**src/rtl/traffic_pkg.sv**
```systemverilog
// Shared types, lamp bit offsets and the cyclic demand search used by the
// N-phase traffic controller.
package traffic_pkg;

   typedef enum logic [1:0] {
      ALL_RED = 2'd0,
      GREEN   = 2'd1,
      YELLOW  = 2'd2,
      FLASH   = 2'd3
   } state_t;

   // Bit offsets of each lamp inside a phase's 3-bit lights field.
   localparam int RED = 2;
   localparam int YEL = 1;
   localparam int GRN = 0;

   // Upper bound on the phase count the search helper can handle.
   localparam int MAX_PHASES = 32;

   // First phase in cyclic order current+1, current+2, ... whose demand bit is
   // set; plain rotation when nothing is requested. Scanning from the far end
   // lets the nearest match overwrite earlier ones.
   function automatic int next_phase(input logic [MAX_PHASES-1:0] demand,
                                     input int current,
                                     input int num_phases);
      int idx;
      int result;
      result = (current + 1 >= num_phases) ? current + 1 - num_phases : current + 1;
      for (int k = MAX_PHASES; k >= 1; k--) begin
         if (k <= num_phases) begin
            idx = current + k;
            if (idx >= num_phases) idx = idx - num_phases;
            if (demand[idx[4:0]]) result = idx;
         end
      end
      return result;
   endfunction

endpackage

```
**src/rtl/traffic_phase_controller_timer.sv**
```systemverilog
// Loadable down-counter used for interval timing; holds at zero and flags
// expiry so the controller can advance on the next enabled tick.
module phase_timer
   import traffic_pkg::*;
#(
   parameter int TIME_W  = 7,
   parameter int RST_VAL = 0
) (
   input  logic              clk,
   input  logic              rst,
   input  logic              ce,
   input  logic              load,
   input  logic [TIME_W-1:0] load_val,
   output logic              expire,
   output logic [TIME_W-1:0] count
);

   assign expire = (count == '0);

   // NOTE: sequential state is written with non-blocking assignments only, so
   // every register samples the pre-edge values regardless of block order.
   always_ff @(posedge clk) begin
      if (rst) begin
         count <= TIME_W'(RST_VAL);
      end else if (ce) begin
         if (load)             count <= load_val;
         else if (count != '0) count <= count - TIME_W'(1);
      end
   end

endmodule

```
**src/rtl/traffic_phase_controller.sv**
```systemverilog
// N-phase round-robin traffic controller with demand skipping, minimum-green
// clamp, yellow and all-red clearance, and a flashing-yellow fault mode.
module traffic_phase_controller
   import traffic_pkg::*;
#(
   parameter int NUM_PHASES   = 2,
   parameter int TIME_W       = 7,
   parameter int YELLOW_TIME  = 3,
   parameter int ALL_RED_TIME = 1,
   parameter int MIN_GREEN    = 4,
   localparam int AP_W        = (NUM_PHASES > 1) ? $clog2(NUM_PHASES) : 1
) (
   input  logic                         clk,
   input  logic                         rst,
   input  logic                         ce,
   input  logic [TIME_W-1:0]            green_time,
   input  logic [NUM_PHASES-1:0]        demand,
   input  logic                         flash,
   output logic [3*NUM_PHASES-1:0]      lights,
   output logic [NUM_PHASES*TIME_W-1:0] time_left,
   output logic [AP_W-1:0]              active_phase
);

   state_t                       state, state_nxt;
   logic [AP_W-1:0]              phase_nxt;
   logic                         toggle, toggle_nxt;
   logic                         load, expire;
   logic [TIME_W-1:0]            load_val, count, timer_nxt, green_dur;
   logic [3*NUM_PHASES-1:0]      lights_nxt;
   logic [NUM_PHASES*TIME_W-1:0] time_left_nxt;

   // A requested green of zero falls under the clamp as well.
   assign green_dur = (green_time < TIME_W'(MIN_GREEN)) ? TIME_W'(MIN_GREEN) : green_time;

   phase_timer #(
      .TIME_W  (TIME_W),
      .RST_VAL (ALL_RED_TIME - 1)
   ) u_timer (
      .clk      (clk),
      .rst      (rst),
      .ce       (ce),
      .load     (load),
      .load_val (load_val),
      .expire   (expire),
      .count    (count)
   );

   // NOTE: every signal written here gets a default first, so no path through
   // the block leaves a value unassigned and no latch is inferred.
   always_comb begin
      state_nxt  = state;
      phase_nxt  = active_phase;
      load       = 1'b0;
      load_val   = '0;
      toggle_nxt = toggle;
      if (ce) begin
         if (state == FLASH) toggle_nxt = ~toggle;
         if (flash) begin
            state_nxt = FLASH;
         end else if (state == FLASH) begin
            state_nxt = ALL_RED;
            load      = 1'b1;
            load_val  = TIME_W'(ALL_RED_TIME - 1);
         end else if (expire) begin
            load = 1'b1;
            unique case (state)
               ALL_RED: begin
                  state_nxt = GREEN;
                  phase_nxt = AP_W'(next_phase(MAX_PHASES'(demand), int'(active_phase), NUM_PHASES));
                  load_val  = green_dur - TIME_W'(1);
               end
               GREEN: begin
                  state_nxt = YELLOW;
                  load_val  = TIME_W'(YELLOW_TIME - 1);
               end
               default: begin
                  state_nxt = ALL_RED;
                  load_val  = TIME_W'(ALL_RED_TIME - 1);
               end
            endcase
         end
      end
   end

   // Outputs are decoded from next-state values so they register alongside it.
   always_comb begin
      timer_nxt = count;
      if (load)                   timer_nxt = load_val;
      else if (ce && count != '0) timer_nxt = count - TIME_W'(1);

      lights_nxt    = '0;
      time_left_nxt = '0;
      for (int p = 0; p < NUM_PHASES; p++) begin
         if (state_nxt == FLASH) begin
            lights_nxt[3*p+YEL] = toggle_nxt;
         end else if (p == int'(phase_nxt) && state_nxt == GREEN) begin
            lights_nxt[3*p+GRN]              = 1'b1;
            time_left_nxt[p*TIME_W +: TIME_W] = timer_nxt + TIME_W'(1);
         end else if (p == int'(phase_nxt) && state_nxt == YELLOW) begin
            lights_nxt[3*p+YEL]              = 1'b1;
            time_left_nxt[p*TIME_W +: TIME_W] = timer_nxt + TIME_W'(1);
         end else begin
            lights_nxt[3*p+RED] = 1'b1;
         end
      end
   end

   always_ff @(posedge clk) begin
      if (rst) begin
         state        <= ALL_RED;
         active_phase <= AP_W'(NUM_PHASES - 1);
         toggle       <= 1'b0;
         lights       <= {NUM_PHASES{3'b100}};
         time_left    <= '0;
      end else begin
         state        <= state_nxt;
         active_phase <= phase_nxt;
         toggle       <= toggle_nxt;
         lights       <= lights_nxt;
         time_left    <= time_left_nxt;
      end
   end

endmodule

```
**config.mk**
```make
export PLATFORM = sky130hd
export DESIGN_NAME = traffic_phase_controller
export DESIGN_NICKNAME = d
export VERILOG_FILES = /design/src/rtl/traffic_pkg.sv /design/src/rtl/traffic_phase_controller_timer.sv /design/src/rtl/traffic_phase_controller.sv
export SDC_FILE = /design/constraint.sdc
export NUM_CORES = 1
export LEC_CHECK = 0
export ABC_AREA = 1
export BUFFER_PORTS_ARGS = -buffer_cell sky130_fd_sc_hd__buf_2
export CAP_MARGIN = 0
export CORE_UTILIZATION = 30
export CTS_CLUSTER_SIZE = 10
export DETAILED_ROUTE_END_ITERATION = 10
export GPL_TIMING_DRIVEN = 0
export SLEW_MARGIN = 20
export SYNTH_ARGS = -nofsm -noshare
export SYNTH_HDL_FRONTEND = slang
export SYNTH_HIERARCHICAL = 1
export SYNTH_SLANG_ARGS = --single-unit
```
**constraint.sdc**
```tcl
create_clock -name clk -period 2.5 [get_ports clk]
set_input_delay 0.25 -clock clk [delete_from_list [all_inputs] [get_ports clk]]
set_output_delay 0.25 -clock clk [all_outputs]
set_load 0.02 [all_outputs]
```
==> impl_results.md <==
* Outcome: complete, but fails checks
* Failing checks: design-rule violations
* Routability cong. at 0.8330
* Avg Cell Area, Syn at 6.401 sq um
* CP max stage delay at 0.37 ns
* Final #Nets at 390
* Leakage at 1.340 nW
* Vias in the first global route at 1936
* TritonCTS clock tree: built
* PD cells at 1190 mW/mm^2
* Min-Delay Path Class: input pin to register
* Worst Path Arrival at 2.53 ns
* Share of the synthesized area in the top cell type at 29.65%
* Worst EP required at 2.67 ns
* Worst R2R Start: u_timer/count[0]$_SDFFE_PP0P_
* Via-to-Cell Ratio at 4.566
* Startpoint Class: register
* Vias at 2064
* Hold depth at 2
* Final setup fails at 0
* Met2 Use GR at 22.84%
* First-pass GRT wire length at 8.390 mm
* Synth warn at 6
* Mapped cell area at 0.002093 sq mm
* Total GRT Usage at 14.03%
* Root Driver: clkbuf_8
* Final Hold Fails at 0
* I/O pin total at 34
* Largest net degree at the start of global routing at 11
* Busiest layer in global routing: met2
* Layout area overhead at 23.01%
* Num rows at 30
* # diodes at 0
* Global Route met1 Usage at 18.83%
* DRC at 1
* Most numerous cell in the Yosys netlist: nand2_1
* CTS Buf Count at 5
* Cell family with most CP delay: simple AND/OR/NAND/NOR gates
* Fmax at 0.4233 GHz
* Max-cap violations at 0
* Crit-path most repeated cell: inv_2
* Reg2reg path depth at 18
* WL/cell at 10.69 um
* VDD IR max at 0.0003144 V
* Synth async-reset ratio at 0%
* Layout Utilization at 38.11%
* Antenna viol nets, final at 0
* Htree depth at 2
* Fin worst setup slack at 0.1374 ns
* Core area at 0.006756 sq mm
* GRT overflow at 0
* Leading post-synthesis cells by cell area: dfxtp_1 30%, nand2_1 17%, inv_1 9.0%
* Sink of the worst hold path: u_timer/count[2]$_SDFFE_PP0P_
* Min Tclk post-route at 2.363 ns
* Worst hold margin at 0.2244 ns
* Initial antenna violation count at 0
* Netlist cell types at 34
* Share of cells above drive strength 1 at 25.81%
* Reg2Reg Setup Slack at 0.14 ns
* Tcrit/Tclk final at 94.50%
* Buf+Inv Stages, Crit Path at 5
* Synthesized flop and latch total at 31
* Critical path endpoint category: register
* CTS sink count at 31
* Hold Startpoint: rst
* EDFF count, synth at 0
* DR iter-0 viols at 97
* Synth Instances at 327
* Top FF cell, synth: dfxtp_1
* Post-synthesis sequential area ratio at 29.65%
* Pre-CTS setup slack at -0.2198 ns
* Placed wire-length estimate at 3.711 mm
* CP Class: register to register
* Worst slew margin at 72.92%
* Layout Skew at 0.003371 ns
* CTS max path bufs at 2
* Die X at 85.53 um
* Met3 track demand over resource at 2.887%
* Fill count at 736
* Multi-input gate area at 0.001282 sq mm
* Die Height at 85.53 um
* Storage cell area at 625.6 sq um
* Maximum fanout along the worst path at 6
* Crit-path cells: inv_2, ha_1, inv_1, nor2_2, and3_4, inv_2, nor2_4, nand3_4, clkinv_4, nand2_1, nand2_1, nand2_2, inv_2, ha_4, nand3_4, a21oi_4, xor2_2, nor2_1
* Post-synth net total at 346
* Most frequent cells after synthesis: 95 x nand2_1, 50 x inv_1, 40 x nor2_1
* First drt pass iteration count at 7
* Clock transition at path regs at 0.07 ns
* Full die area at 0.007315 sq mm
* Crit Reg-Reg Endpoint: time_left[4]$_SDFF_PP0_
* Slew @ Worst Pin at 0.4057 ns
* Routed Wire Length at 4.833 mm
* Initial Util at 30.98%
* Worst-Skew Late Latency at 0.28 ns
* CP max stage cell: dfxtp_4
* Area leader, netlist: dfxtp_1
* Max-slew violations at 0
* Port Buffers at 33
[worst max path at each step]
stage,startpoint,slack (ns),to,depth (start not counted)
finish,u_timer/count[0]$_SDFFE_PP0P_,0.14,time_left[4]$_SDFF_PP0_,18
global route,u_timer/count[0]$_SDFFE_PP0P_,-0.06,time_left[13]$_SDFF_PP0_,20
floorplan,u_timer/count[0]$_SDFFE_PP0P_,0.19,time_left[4]$_SDFF_PP0_,17
detailed placement,u_timer/count[0]$_SDFFE_PP0P_,-0.22,time_left[4]$_SDFF_PP0_,17
CTS,u_timer/count[0]$_SDFFE_PP0P_,0.04,time_left[4]$_SDFF_PP0_,18
global placement,u_timer/count[0]$_SDFFE_PP0P_,-0.19,time_left[4]$_SDFF_PP0_,17
[report_power, final]
part	internal, mW	switching, mW
registers	0.605	0.128
clock network	0.323	0.201
logic	0.673	1.14
total	1.60	1.46
[registers in the layout (all words and copies together) (netlist names)]
name / cells
toggle: 1
lights: 6
active_phase: 1
time_left: 14
state: 2
u_timer/count: 7
[repair_timing]
action / 4_1_cts / 5_1_grt
endpoints found under the setup margin: 6 / 11
setup buffers: 3 / 1
resized for setup: 9 / 10
pin swaps: 2 / 3
hold buffers: 0 / 0
[cell usage in the layout, fill, tap and decap left out, types with 2 or more instances in the layout]
cell      synthesis  routed
o21ai_0           8       8
nand3_1          28      28
a21oi_1           8       8
nor2_1           40      39
o21ai_2           3       3
buf_6             2       2
nor3_1            3       3
nand2_2           7       8
nand4_1           8       8
dfxtp_1          31      29
nand2_1          95      93
inv_2             5       7
nor2_4            2       3
ha_1              6       5
clkbuf_8          0       6
nor2_2            6       6
o21ai_1           3       3
inv_4             1       2
nand3_4           3       4
buf_2             0      33
buf_4             0       4
inv_1            50      46
[kinds of logic (layout without fill, tap and decap cells)]
| logic type | after synthesis | after routing | share of synthesized area (%) |
|---|---|---|---|
| and+or+nand+nor | 200 | 200 | 45.43 |
| buffers and inverters | 60 | 105 | 11.84 |
| DFF | 31 | 31 | 29.65 |
| AOI/OAI and AO/OA | 27 | 27 | 8.249 |
| adders and majority gates | 6 | 6 | 3.586 |
| xor gates and xnor gates | 3 | 3 | 1.255 |
[through the flow]
step                power [mW]  instance area, sq um  TNS (ns)  cells
floorplan                2.023                  2093         0    327
global placement         2.334                  2359   -0.8915    440
detailed placement       2.364                  2359    -1.031    440
CTS                      2.978                  2524         0    451
global route             3.393                  2575   -0.1207    452
finish                   3.064                  2575         0    452
[layout make-up]
type / instances / share of cell area [%]
inverters: 57 / 8.844
multi-input cells: 236 / 49.81
clock buffers: 6 / 3.207
repair buffers: 37 / 7.580
clock inverters: 2 / 1.361
plain buffers: 3 / 1.020
flip-flops and latches: 31 / 24.30
well taps: 80 / 3.887
[metal layers]
| layer | vias to the layer above | routed length, um |
|---|---|---|
| li1 | 1106 | - |
| met2 | 42 | 2183 |
| met1 | 914 | 2439 |
| met3 | 2 | 195 |
| met4 | 0 | 14 |
| met5 | - | 0 |
(Power assumes the default switching activity.)
